--- src/rtl/fetch_unit_pkg.sv ---
// Shared types and constants for the instruction-fetch front end.
package fetch_unit_pkg;

    localparam int XLEN   = 32;
    localparam int INST_W = 32;

    localparam logic [INST_W-1:0] INST_NOP  = 32'h0000_0013;
    localparam logic [INST_W-1:0] INST_ZERO = '0;

    typedef enum logic [1:0] {
        REQ,
        WAIT,
        DRAIN
    } fetch_state_e;

    function automatic logic [XLEN-1:0] word_align(input logic [XLEN-1:0] a);
        return {a[XLEN-1:2], 2'b00};
    endfunction

endpackage

--- src/rtl/fetch_unit_if.sv ---
// Instruction-memory request/response channel: req/gnt handshake, rvalid response.
interface fetch_unit_if;
    import fetch_unit_pkg::*;

    logic              imem_req;
    logic [XLEN-1:0]   imem_addr;
    logic              imem_gnt;
    logic              imem_rvalid;
    logic [INST_W-1:0] imem_rdata;

    modport master (output imem_req, imem_addr, input imem_gnt, imem_rvalid, imem_rdata);
    modport slave  (input imem_req, imem_addr, output imem_gnt, imem_rvalid, imem_rdata);

endinterface

--- src/rtl/fetch_inst_buf.sv ---
// Single-entry instruction buffer feeding the decode register; contents hold until reloaded.
module fetch_inst_buf
    import fetch_unit_pkg::*;
(
    input  logic              clk,
    input  logic              nrst,
    input  logic              load,
    input  logic              clear,
    input  logic              consume,
    input  logic [INST_W-1:0] load_inst,
    input  logic [XLEN-1:0]   load_pc,
    output logic              valid,
    output logic [INST_W-1:0] inst,
    output logic [XLEN-1:0]   pc,
    output logic [XLEN-1:0]   pc_plus4
);

    logic              valid_q, valid_d;
    logic [INST_W-1:0] inst_q, inst_d;
    logic [XLEN-1:0]   pc_q, pc_d;
    logic [XLEN-1:0]   pc4_q, pc4_d;

    // A refill in the same cycle as a consume keeps the entry valid.
    always_comb begin
        valid_d = valid_q;
        inst_d  = inst_q;
        pc_d    = pc_q;
        pc4_d   = pc4_q;
        if (clear) begin
            valid_d = 1'b0;
        end else if (load) begin
            valid_d = 1'b1;
            inst_d  = load_inst;
            pc_d    = load_pc;
            pc4_d   = load_pc + 32'd4;
        end else if (consume) begin
            valid_d = 1'b0;
        end
    end

    always_ff @(posedge clk or negedge nrst) begin
        if (!nrst) begin
            valid_q <= 1'b0;
            inst_q  <= INST_ZERO;
            pc_q    <= '0;
            pc4_q   <= 32'd4;
        end else begin
            valid_q <= valid_d;
            inst_q  <= inst_d;
            pc_q    <= pc_d;
            pc4_q   <= pc4_d;
        end
    end

    assign valid    = valid_q;
    assign inst     = inst_q;
    assign pc       = pc_q;
    assign pc_plus4 = pc4_q;

endmodule

--- src/rtl/fetch_unit.sv ---
// Fetch front end: owns the fetch PC, keeps at most one request outstanding to
// instruction memory and presents one buffered instruction to decode.
module fetch_unit
    import fetch_unit_pkg::*;
#(
    parameter logic [XLEN-1:0] RESET_PC = 32'h0000_0000
) (
    input  logic              clk,
    input  logic              nrst,
    input  logic              StallF,
    input  logic              Redirect,
    input  logic [XLEN-1:0]   PCTargetE,
    fetch_unit_if.master      imem,
    output logic [INST_W-1:0] InstF,
    output logic [XLEN-1:0]   PCF,
    output logic [XLEN-1:0]   PCPlus4F,
    output logic              BubbleF
);

    fetch_state_e    state_q, state_d;
    logic [XLEN-1:0] fetch_addr_q, fetch_addr_d;
    logic [XLEN-1:0] next_addr;
    logic            buf_valid;
    logic            buf_load;
    logic            consume;
    logic            space;

    assign consume   = buf_valid & ~StallF & ~Redirect;
    assign space     = ~buf_valid | consume;
    assign next_addr = fetch_addr_q + 32'd4;

    always_comb begin
        state_d        = state_q;
        fetch_addr_d   = fetch_addr_q;
        buf_load       = 1'b0;
        imem.imem_req  = 1'b0;
        imem.imem_addr = fetch_addr_q;
        if (Redirect) begin
            fetch_addr_d = word_align(PCTargetE);
            if (state_q == WAIT || state_q == DRAIN)
                state_d = imem.imem_rvalid ? REQ : DRAIN;
            else
                state_d = REQ;
        end else begin
            case (state_q)
                REQ: begin
                    imem.imem_req = space & nrst;
                    if (space && nrst && imem.imem_gnt)
                        state_d = WAIT;
                end
                WAIT: begin
                    if (imem.imem_rvalid) begin
                        if (space) begin
                            buf_load       = 1'b1;
                            imem.imem_req  = 1'b1;
                            imem.imem_addr = next_addr;
                            fetch_addr_d   = next_addr;
                            state_d        = imem.imem_gnt ? WAIT : REQ;
                        end else begin
                            // Decode held a full buffer: drop the word and refetch it later.
                            state_d = REQ;
                        end
                    end
                end
                DRAIN: begin
                    if (imem.imem_rvalid)
                        state_d = REQ;
                end
                default: state_d = REQ;
            endcase
        end
    end

    always_ff @(posedge clk or negedge nrst) begin
        if (!nrst) begin
            state_q      <= REQ;
            fetch_addr_q <= RESET_PC;
        end else begin
            state_q      <= state_d;
            fetch_addr_q <= fetch_addr_d;
        end
    end

    fetch_inst_buf u_buf (
        .clk       (clk),
        .nrst      (nrst),
        .load      (buf_load),
        .clear     (Redirect),
        .consume   (consume),
        .load_inst (imem.imem_rdata),
        .load_pc   (fetch_addr_q),
        .valid     (buf_valid),
        .inst      (InstF),
        .pc        (PCF),
        .pc_plus4  (PCPlus4F)
    );

    assign BubbleF = ~buf_valid;

endmodule

--- src/flat_wrapper.sv ---
// flat-port wrapper written by rule: the top's interface ports become plain ports
module fetch_unit_flat import fetch_unit_pkg::*;
#(
    parameter logic [XLEN-1:0] RESET_PC = 32'h0000_0000
)
  (clk, nrst, StallF, Redirect, PCTargetE, InstF, PCF, PCPlus4F, BubbleF, imem_imem_req, imem_imem_addr, imem_imem_gnt, imem_imem_rvalid, imem_imem_rdata);
  fetch_unit_if imem_i ();
  input  logic clk;
  input  logic nrst;
  input  logic StallF;
  input  logic Redirect;
  input  logic [XLEN-1:0] PCTargetE;
  output logic [INST_W-1:0] InstF;
  output logic [XLEN-1:0] PCF;
  output logic [XLEN-1:0] PCPlus4F;
  output logic BubbleF;
  output wire logic [$bits(imem_i.imem_req)-1:0] imem_imem_req;
  output wire logic [$bits(imem_i.imem_addr)-1:0] imem_imem_addr;
  input wire logic [$bits(imem_i.imem_gnt)-1:0] imem_imem_gnt;
  input wire logic [$bits(imem_i.imem_rvalid)-1:0] imem_imem_rvalid;
  input wire logic [$bits(imem_i.imem_rdata)-1:0] imem_imem_rdata;
  assign imem_imem_req = imem_i.imem_req;
  assign imem_imem_addr = imem_i.imem_addr;
  assign imem_i.imem_gnt = imem_imem_gnt;
  assign imem_i.imem_rvalid = imem_imem_rvalid;
  assign imem_i.imem_rdata = imem_imem_rdata;
  fetch_unit #(.RESET_PC(RESET_PC)) u_core (.clk(clk), .nrst(nrst), .StallF(StallF), .Redirect(Redirect), .PCTargetE(PCTargetE), .imem(imem_i), .InstF(InstF), .PCF(PCF), .PCPlus4F(PCPlus4F), .BubbleF(BubbleF));
endmodule
--- config.mk ---
export PLATFORM = sky130hd
export DESIGN_NAME = fetch_unit_flat
export DESIGN_NICKNAME = d
export VERILOG_FILES = /design/src/rtl/fetch_unit_pkg.sv /design/src/rtl/fetch_unit_if.sv /design/src/rtl/fetch_inst_buf.sv /design/src/rtl/fetch_unit.sv /design/src/flat_wrapper.sv
export SDC_FILE = /design/constraint.sdc
export NUM_CORES = 1
export LEC_CHECK = 0
export CORE_ASPECT_RATIO = 1.75
export CORE_MARGIN = 1
export CORE_UTILIZATION = 51
export CTS_CLUSTER_SIZE = 40
export DETAILED_ROUTE_END_ITERATION = 7
export GPL_ROUTABILITY_DRIVEN = 1
export PLACE_DENSITY = 0.88
export SYNTH_ARGS = -nofsm -noshare
export SYNTH_HDL_FRONTEND = slang
export SYNTH_SLANG_ARGS = --single-unit
--- constraint.sdc ---
create_clock -name clk -period 5.95 [get_ports clk]
set_input_delay 1.19 -clock clk [delete_from_list [all_inputs] [get_ports clk]]
set_output_delay 1.19 -clock clk [all_outputs]
set_load 0.01 [all_outputs]
==> flow_metrics.py <==
metrics = {
    "floorplanning": {
        "io_pins": 200,
        "row_count": 53,
        "core_area_mm2": 0.01214,
        "start_util_pct": 52.88,
        "die_h_um": 150.4,
        "dieArea_mm2": 0.01305,
        "die_x_um": 86.80,
    },
    "global_route": {
        "antenna_found_initial": 1,
        "grt_max_degree": 88,
        "grt_pass1_wl_mm": 27.30,
        "grt-ovfl-total": 0,
        "globalRouteTotalUtil_pct": 27.41,
        "grt_pass1_vias": 5478,
    },
    "min_path": {
        "min_path_cells": 2,
        "min_path_type": "register to register",
    },
    "worst_setup_path": {
        "critPathKind": "primary input to output pin",
        "worstSetupEndpointType": "output pin",
        "critPathLaunch": "imem_imem_rvalid",
        "r2r-start": "u_core.state_q[0]$_DFFE_PN0P_",
        "crit_path_start_kind": "primary input",
        "reg2reg_slack_ns": 3.49,
        "path_delay_family": "buffers and inverters",
        "slowest_delay_ns": 0.56,
        "ff2ff_path_depth": 6,
        "critPathRequiredTime_ns": 4.76,
        "path_depth": 8,
        "cp_max_fo": 51,
        "reg2reg_to": "u_core.u_buf.pc_plus4[31]$_DFFE_PN0P_",
        "slowest_stage": "clkdlybuf4s50_1",
        "cp_data_arrival_time_ns": 3.76,
        "path_buf_inv": 3,
        "crit_end": "imem_imem_addr[21]",
        "crit_chain": "clkdlybuf4s50_1 > nand2_1 > nor3b_2 > buf_4 > nand2_1 > nor2_1 > xor2_1 > clkdlybuf4s50_1",
    },
    "clocking": {
        "clockRootBuffer": "clkbuf_16",
        "postCtsHoldBufs": 0,
        "clkTransAtPathRegs_ns": 0.06,
        "cts_buffers": 17,
        "cts_tree": "yes",
        "clock_sinks": 125,
        "htree_num_levels": 4,
        "clock_path_buffers": 2,
        "cts_setup_buffers": 0,
        "ctsResizeCount": 0,
        "clock_latency_ns": 0.42,
    },
    "sta": {
        "maxSlewHeadroom_pct": 34.20,
        "finalHoldViolCount": 0,
        "fin_crit_ns": 4.945,
        "tightest_slew_ns": 0.9825,
        "setup_violations": 0,
        "drv_slew": 0,
        "finalClockSkew_ns": 0.006842,
        "min_period_over_period_pct": 83.12,
        "rsz0062_at_grt": "no",
        "fmaxAchievable_mhz": 202.2,
        "whs_ns": 0.4711,
        "tns_ns": 0,
    },
    "drt": {
        "first_iter_violations": 272,
        "vias": 5591,
        "drc": 0,
        "totalWireLength_mm": 17.40,
        "drt-vias-per-instance": 5.225,
        "wl_per_cell_um": 16.26,
        "postRouteAntennaNets": 0,
        "firstDrtPassIters": 5,
    },
    "power_and_ir_drop": {
        "p_per_area_mw_per_mm2": 432.3,
        "total_power_uw": 3783,
        "vdd_ir_drop_max_uv": 229.4,
        "p_leak_uw": 0.003805,
    },
    "layout": {
        "design_area_mm2": 0.008751,
        "drive_gt1_share_pct": 6.969,
        "layout_commonest_cell": "nand2_1",
        "final_cell_mix": "nand2_1, clkdlybuf4s50_1, dfrtp_1, xnor2_1, o21ai_0",
        "syn_to_final_growth_pct": 36.36,
        "layoutNonFillerInstCount": 1070,
        "nNetsFinal": 965,
    },
    "placement": {
        "gp_congestion": 0.8319,
        "dpl-instance-area_mm2": 0.008185,
        "dp_hpwl_mm": 11.84,
        "numPlacedInstances": 1037,
        "portBuffers": 191,
    },
    "synthesis": {
        "synth-edff-count": 0,
        "synthArstFlopShare_pct": 100.0,
        "syn_inst": 735,
        "ys_seq_elements": 125,
        "yosys_warnings": 0,
        "synth_ff_type": "dfrtp_1",
        "avgSynthCellArea_um2": 8.731,
        "synth_cell_types": 45,
        "seq_area_frac_synth_pct": 48.76,
        "syn_area_mm2": 0.006417,
    },
    "run": {
        "drv_cap": 0,
    },
    "run_status": {
        "status": "finished, final reports clean",
    },
}
-- layer usage --
metal  vias to the layer above  GRT usage (%)  wire length (um)
li1                       2641              -                 -
met1                      2702          29.41              6448
met2                       206          48.35              9332
met3                        42          7.018               911
met4                         0          15.00               708
met5                         -              0                 0
-- kinds of logic (layout without fill, tap and decap cells) --
logic type	count (synthesis)	after routing	synth area share (%)
flip-flops	125	125	48.76
AND/OR/NAND/NOR	382	382	26.20
adder cells (fa/ha/maj)	4	4	0.7799
other	1	7	0.05843
XOR/XNOR	84	84	11.46
buffers and inverters	71	235	7.097
AO/OA/AOI/OAI	67	67	5.479
multiplexers	1	1	0.1560
-- cell usage after synthesis, drive strengths merged, types with 4 or more instances --
library cell  count  area, um^2
ha                4       50.05
clkbuf           33       183.9
nor4              7       65.06
and3              4       25.02
xor2             36       315.3
nand3            23       125.1
nand2           285        1070
nor2             25       93.84
nand4            15       123.9
buf              31       221.5
dfrtp           124        3103
inv               4       15.01
nor3             14       111.4
o21ai            59       295.3
xnor2            48       420.4
-- power by group --
part / internal [uW] / leakage [uW] / switching, uW
registers: 1180 / 0.00157 / 221
logic: 759 / 0.00196 / 638
clock network: 581 / 0.000277 / 406
total: 2520 / 0.00381 / 1260
-- worst min-delay path, stage by stage (launching register included) --
cell and delay, ns:
dfrtp_1 0.34, nand2_1 0.05, nand2_1 0.05
-- layout make-up --
cell class                 count  area (um^2)
clock inverter                15        137.6
antenna                        1        2.502
fill                         886         3385
multi-input combinational    544         2867
sequential                   125         3129
tap                          165        206.4
inverter                       4        15.01
timing repair buffer         199         1968
clock buffer                  17        425.4
-- sequential cells by signal, summed over array words and instances (netlist names) --
signal	flops
u_core.fetch_addr_q	30
u_core.u_buf.pc	30
u_core.u_buf.pc_plus4	30
u_core.u_buf.inst	32
u_core.u_buf.valid	1
u_core.state_q	2
-- worst min-delay path by stage --
stage,from,end
global route,u_core.u_buf.pc_plus4[14]$_DFFE_PN0P_,u_core.u_buf.pc_plus4[14]$_DFFE_PN0P_
global placement,u_core.u_buf.inst[9]$_DFFE_PN0P_,u_core.u_buf.inst[9]$_DFFE_PN0P_
detailed placement,u_core.u_buf.inst[6]$_DFFE_PN0P_,u_core.u_buf.inst[6]$_DFFE_PN0P_
finish,u_core.u_buf.pc[17]$_DFFE_PN0P_,u_core.u_buf.pc[17]$_DFFE_PN0P_
CTS,u_core.u_buf.inst[6]$_DFFE_PN0P_,u_core.u_buf.inst[6]$_DFFE_PN0P_
floorplan,u_core.u_buf.pc_plus4[2]$_DFFE_PN1P_,u_core.u_buf.pc_plus4[2]$_DFFE_PN1P_
-- metrics by stage --
step	setup WS, ns	utilization [%]
after floorplan	2.374	-
after global placement	1.123	67.45
after detailed placement	1.022	67.45
after CTS	1.009	72.09
after global routing	0.8710	72.11
final	1.005	72.11
Power figures use the tool's default switching activity.
==> variant 1: new RTL, same flow settings <==
Take the reset off `pc_q` and load it in a clocked block of its own.
--- a/src/rtl/fetch_inst_buf.sv
+++ b/src/rtl/fetch_inst_buf.sv
@@ -44,3 +44,2 @@
             inst_q  <= INST_ZERO;
-            pc_q    <= '0;
             pc4_q   <= 32'd4;
@@ -49,5 +48,8 @@
             inst_q  <= inst_d;
-            pc_q    <= pc_d;
             pc4_q   <= pc4_d;
         end
+    end
+
+    always_ff @(posedge clk) begin
+        pc_q <= pc_d;
     end
Function: differs if nrst is asserted again (counterexample within 4 cycles, from zero or initial values and one cycle with nrst low); with nrst held inactive, the same outputs for 4 cycles.
==> variant 1 against the unedited design <==
The flow now finishes with violations (design-rule violations). Global-route usage up 1.3 points. Setup slack worse by 250 ps. Total power down 9.2%. Via count down 4.4%. First-iteration DRC count up 38%. Hold slack about the same. Sequential cell count unchanged. Area after synthesis down 4.8%. Final area down 1.4%. Wire length down 0.19%. Critical endpoint unchanged. Largest cell class unchanged.
==> variant 1: results (changes against the unedited design) <==
stage,metric,value,unit,change
critical_path,critPathMaxFanout,27,,-47%
yosys,yosys-mux-area-fraction,0.348,%,+0.19 points
placement,gp_congestion,0.817,,-1.7%
yosys,syn_avg_cell_area,9.53,sq um,+9.2%
placement,placed_area,8010,sq um,-2.1%
detailed_routing,vias_per_cell,5.58,,+6.7%
detailed_routing,drcViolationCount,16,,+16
yosys,synth.top_cell.area_share,38.5,%,-9.9 points
grt,grt_pass1_vias,5417,,-1.1%
grt,grt_pass1_wl,27.2,mm,-0.18%
power,p_leak,3.50,nW,-7.9%
power,vdd_drop_max,0.000217,V,-5.3%
sta,setup_ws,754,ps,-250 ps
sta,tightest_slew,1110,ps,+128 ps
yosys,synthTopCellsByCount,"nand2_1 (185), dfrtp_1 (94), o21ai_0 (48)",,
yosys,synth_area_leaders,"dfrtp_1 (39%), edfxtp_1 (15%), nand2_1 (11%)",,
detailed_routing,drt_iter0_drc,374,,+38%
placement,dp.cells,926,,-11%
critical_path,critPathMaxStageDelay,580,ps,+20 ps
placement,dp_hpwl,12.1,mm,+2.1%
status,status,finished with violations,,
detailed_routing,dr.pass1.iters,8,,+3
detailed_routing,wl_per_cell,18.1,microns,+11%
yosys,async_reset_ff_share,76.0,%,-24 points
status,violations,design-rule violations,,
detailed_routing,dr_total_vias,5343,,-4.4%
sta,hold_ws,471,ps,-0.444 ps
cells_and_area,diodes,0,,-1
yosys,ys_seq_area_share,53.7,%,+4.9 points
cells_and_area,layout-drive-gt1-share,7.65,%,+0.69 points
cells_and_area,nets,884,,-8.4%
yosys,synth_xor_xnor_area_share,12.3,%,+0.86 points
yosys,synth.distinct_cells,40,,-11%
grt,grtUsageTotal,28.7,%,+1.3 points
critical_path,cp.arrival,4010,ps,+250 ps
placement,dpl_worst_slack,798,ps,-224 ps
-- variant 1: changes by cell type after synthesis, sizes merged, moves of 2 or more --
cell and delta:
xor2 +7, xnor2 -5, or4 +2, nor2 +2, nand2 -100, edfxtp +30
buf -6, dfrtp -30, inv +2, nand4 +5, a21o -2, or3 +3
clkdlybuf4s50 -2, nor4 +2
-- variant 1: path summary, 6_finish.rpt --
check / cells past startpoint / from / to
hold / removal: 2 / u_core.u_buf.inst[18] / u_core.u_buf.inst[18]
setup reg to reg: 6 / u_core.fetch_addr_q[2] / u_core.fetch_addr_q[16]
setup / recovery: 8 / imem_imem_rvalid / imem_imem_addr[21]
hold reg to reg: 2 / u_core.u_buf.inst[18] / u_core.u_buf.inst[18]
min in group asynchronous: 1 / nrst / u_core.u_buf.inst[22]
max in group asynchronous: 2 / nrst / u_core.u_buf.inst[26]
-- variant 1: power breakdown --
part | internal [mW] | total [mW] | switching (mW)
clock network | 0.664 | 1.05 | 0.390
logic | 0.581 | 1.08 | 0.494
registers | 1.13 | 1.30 | 0.173
-- variant 1: per-layer routing --
metal  vias to the layer above  global-route usage [%]  share of wire (%)
met3                        62                    6.80                6.4
met2                       282                    51.5                 54
li1                       2440                       -                  -
met4                         0                    15.8                4.3
met1                      2559                    30.6                 35
met5                         -                       0                  0
-- variant 1: layout make-up --
| type | count | area (sq um) |
|---|---|---|
| Sequential cell | 125 | 3280 |
| Fill cell | 802 | 3020 |
| Multi-Input combinational cell | 458 | 2550 |
| Timing Repair Buffer | 202 | 1990 |
| Clock buffer | 22 | 518 |
| Tap cell | 135 | 169 |
| Clock inverter | 10 | 100 |
| Inverter | 6 | 22.5 |
==> variant 2: new RTL, same flow settings <==
Made on the original files. Change the package constant `XLEN` from 32 to 40.
--- a/src/rtl/fetch_unit_pkg.sv
+++ b/src/rtl/fetch_unit_pkg.sv
@@ -3,3 +3,3 @@
 
-    localparam int XLEN   = 32;
+    localparam int XLEN   = 40;
     localparam int INST_W = 32;
Interface: changed (resized PCF, PCPlus4F, PCTargetE and imem_imem_addr); port bits go from 200 to 232. No check against the original RTL was run, so the function may have changed too.
==> variant 2 against the unedited design <==
Wire length is 29% higher. Non-clock buffer count is 36 higher. Register-to-register slack worse by 380 ps. Sequential cell count is 24 higher. Synthesized cell count is 23% higher. Highest routed layer unchanged. Final area is 20% higher. Setup slack worse by 120 ps. Largest power group unchanged. Count of clock-buffer cells in the layout is 2 higher. Area after synthesis is 20% higher. Critical path type unchanged. Total power is 16% higher.
==> variant 2: results (changes against the unedited design) <==
stage,metric,value,unit,change
placement,placed_area,9880,sq um,+21%
yosys,synth_xor_xnor_area_share,11.7,%,+0.23 points
sta,finClkSkew,9.12,ps,+2.28 ps
placement,dp_hpwl,15.4,mm,+30%
yosys,ys_seq_area_share,48.3,%,-0.42 points
critical_path,rrSetupSlack,3110,ps,-380 ps
worst_hold_path,hp-start,u_core.u_buf.pc[28],,
critical_path,r2r-end,u_core.fetch_addr_q[36],,
cts,cts_buffer_depth,2,,unchanged
placement,gp_congestion,0.866,,+4.1%
power,p_leak,4.56,nW,+20%
cells_and_area,fill_cells,1058,,+19%
grt,grt_max_degree,57,,-35%
critical_path,worstRegToRegCells,6,,unchanged
worst_hold_path,holdPathEnd,u_core.u_buf.pc[28],,
detailed_routing,wl_met1,8.30,mm,+29%
grt,grtUsageTotal,29.4,%,+2.0 points
placement,numPortBuffers,223,,+17%
yosys,synthAdderAreaFrac,0.649,%,-0.13 points
yosys,synth.distinct_cells,46,,+2.2%
yosys,synthTopCellsByCount,"nand2_1 (314), dfrtp_1 (148), o21ai_0 (69)",,
sta,slew_headroom,40.7,%,+6.5 points
detailed_routing,route.met2.wl,11.7,mm,+25%
yosys,yosys-mux-area-fraction,0.130,%,-0.026 points
yosys,synth_compound_area_share,5.79,%,+0.31 points
detailed_routing,drt_iter0_drc,328,,+21%
cells_and_area,nets,1157,,+20%
status,status,completed,,
critical_path,r2r-start,u_core.fetch_addr_q[5],,
cells_and_area,layout-drive-gt1-share,5.97,%,-0.99 points
placement,dpl_worst_slack,925,ps,-97.3 ps
detailed_routing,wl,22.4,mm,+29%
yosys,synth_area_leaders,"dfrtp_1 (48%), nand2_1 (15%), xor2_1 (7.3%)",,
grt,grt_pass1_vias,6796,,+24%
power,vdd_drop_max,0.000255,V,+11%
detailed_routing,wl_met3,1.37,mm,+50%
critical_path,cp.arrival,3870,ps,+110 ps
## variant 2: cell type report
| type | instances | area share, % |
|---|---|---|
| antenna | 1 | 0.0239 |
| clock buffer | 19 | 4.32 |
| clock inverter | 13 | 1.31 |
| inverter | 5 | 0.179 |
| multi-input combinational | 667 | 34.2 |
| sequential | 149 | 35.6 |
| tap | 183 | 2.19 |
| timing repair buffer | 235 | 22.1 |
## variant 2: worst max-delay path by stage
stage	startpoint	endpoint	slack [ps]	cells after the start
2_1_floorplan	Redirect	imem_imem_addr[16]	2220	8
3_3_place_gp	imem_imem_rvalid	imem_imem_addr[39]	950	8
3_5_place_dp	imem_imem_rvalid	imem_imem_addr[37]	920	8
4_1_cts	imem_imem_rvalid	imem_imem_addr[37]	900	8
5_1_grt	imem_imem_rvalid	imem_imem_addr[37]	720	8
6_report	imem_imem_rvalid	imem_imem_addr[37]	890	8
## variant 2: where the power goes
| group | leakage [nW] | switching [mW] | internal [mW] | total (mW) |
|---|---|---|---|---|
| clock | 0.285 | 0.456 | 0.611 | 1.07 |
| combinational | 2.40 | 0.741 | 0.890 | 1.63 |
| sequential | 1.87 | 0.272 | 1.40 | 1.67 |
| total | 4.56 | 1.47 | 2.90 | 4.37 |
## variant 2: metal layers
layer	GRT usage, %	vias up
met5	0	-
met3	5.52	83
met1	33.3	3307
li1	-	3279
met4	16.0	0
met2	51.3	331
## variant 2: worst max-delay path: cells and delay by family
kind | cells | cell delay, ps
buf+inv | 3 | 1540
xor+xnor | 1 | 200
simple gates | 4 | 930
## variant 2: stage by stage
stage	utilization (%)	std cells	hold slack, ps
floorplan	-	907	486
global placement	66.6	1239	457
detailed placement	66.6	1239	461
CTS	70.6	1271	477
global route	70.6	1272	487
finish	70.6	1272	473
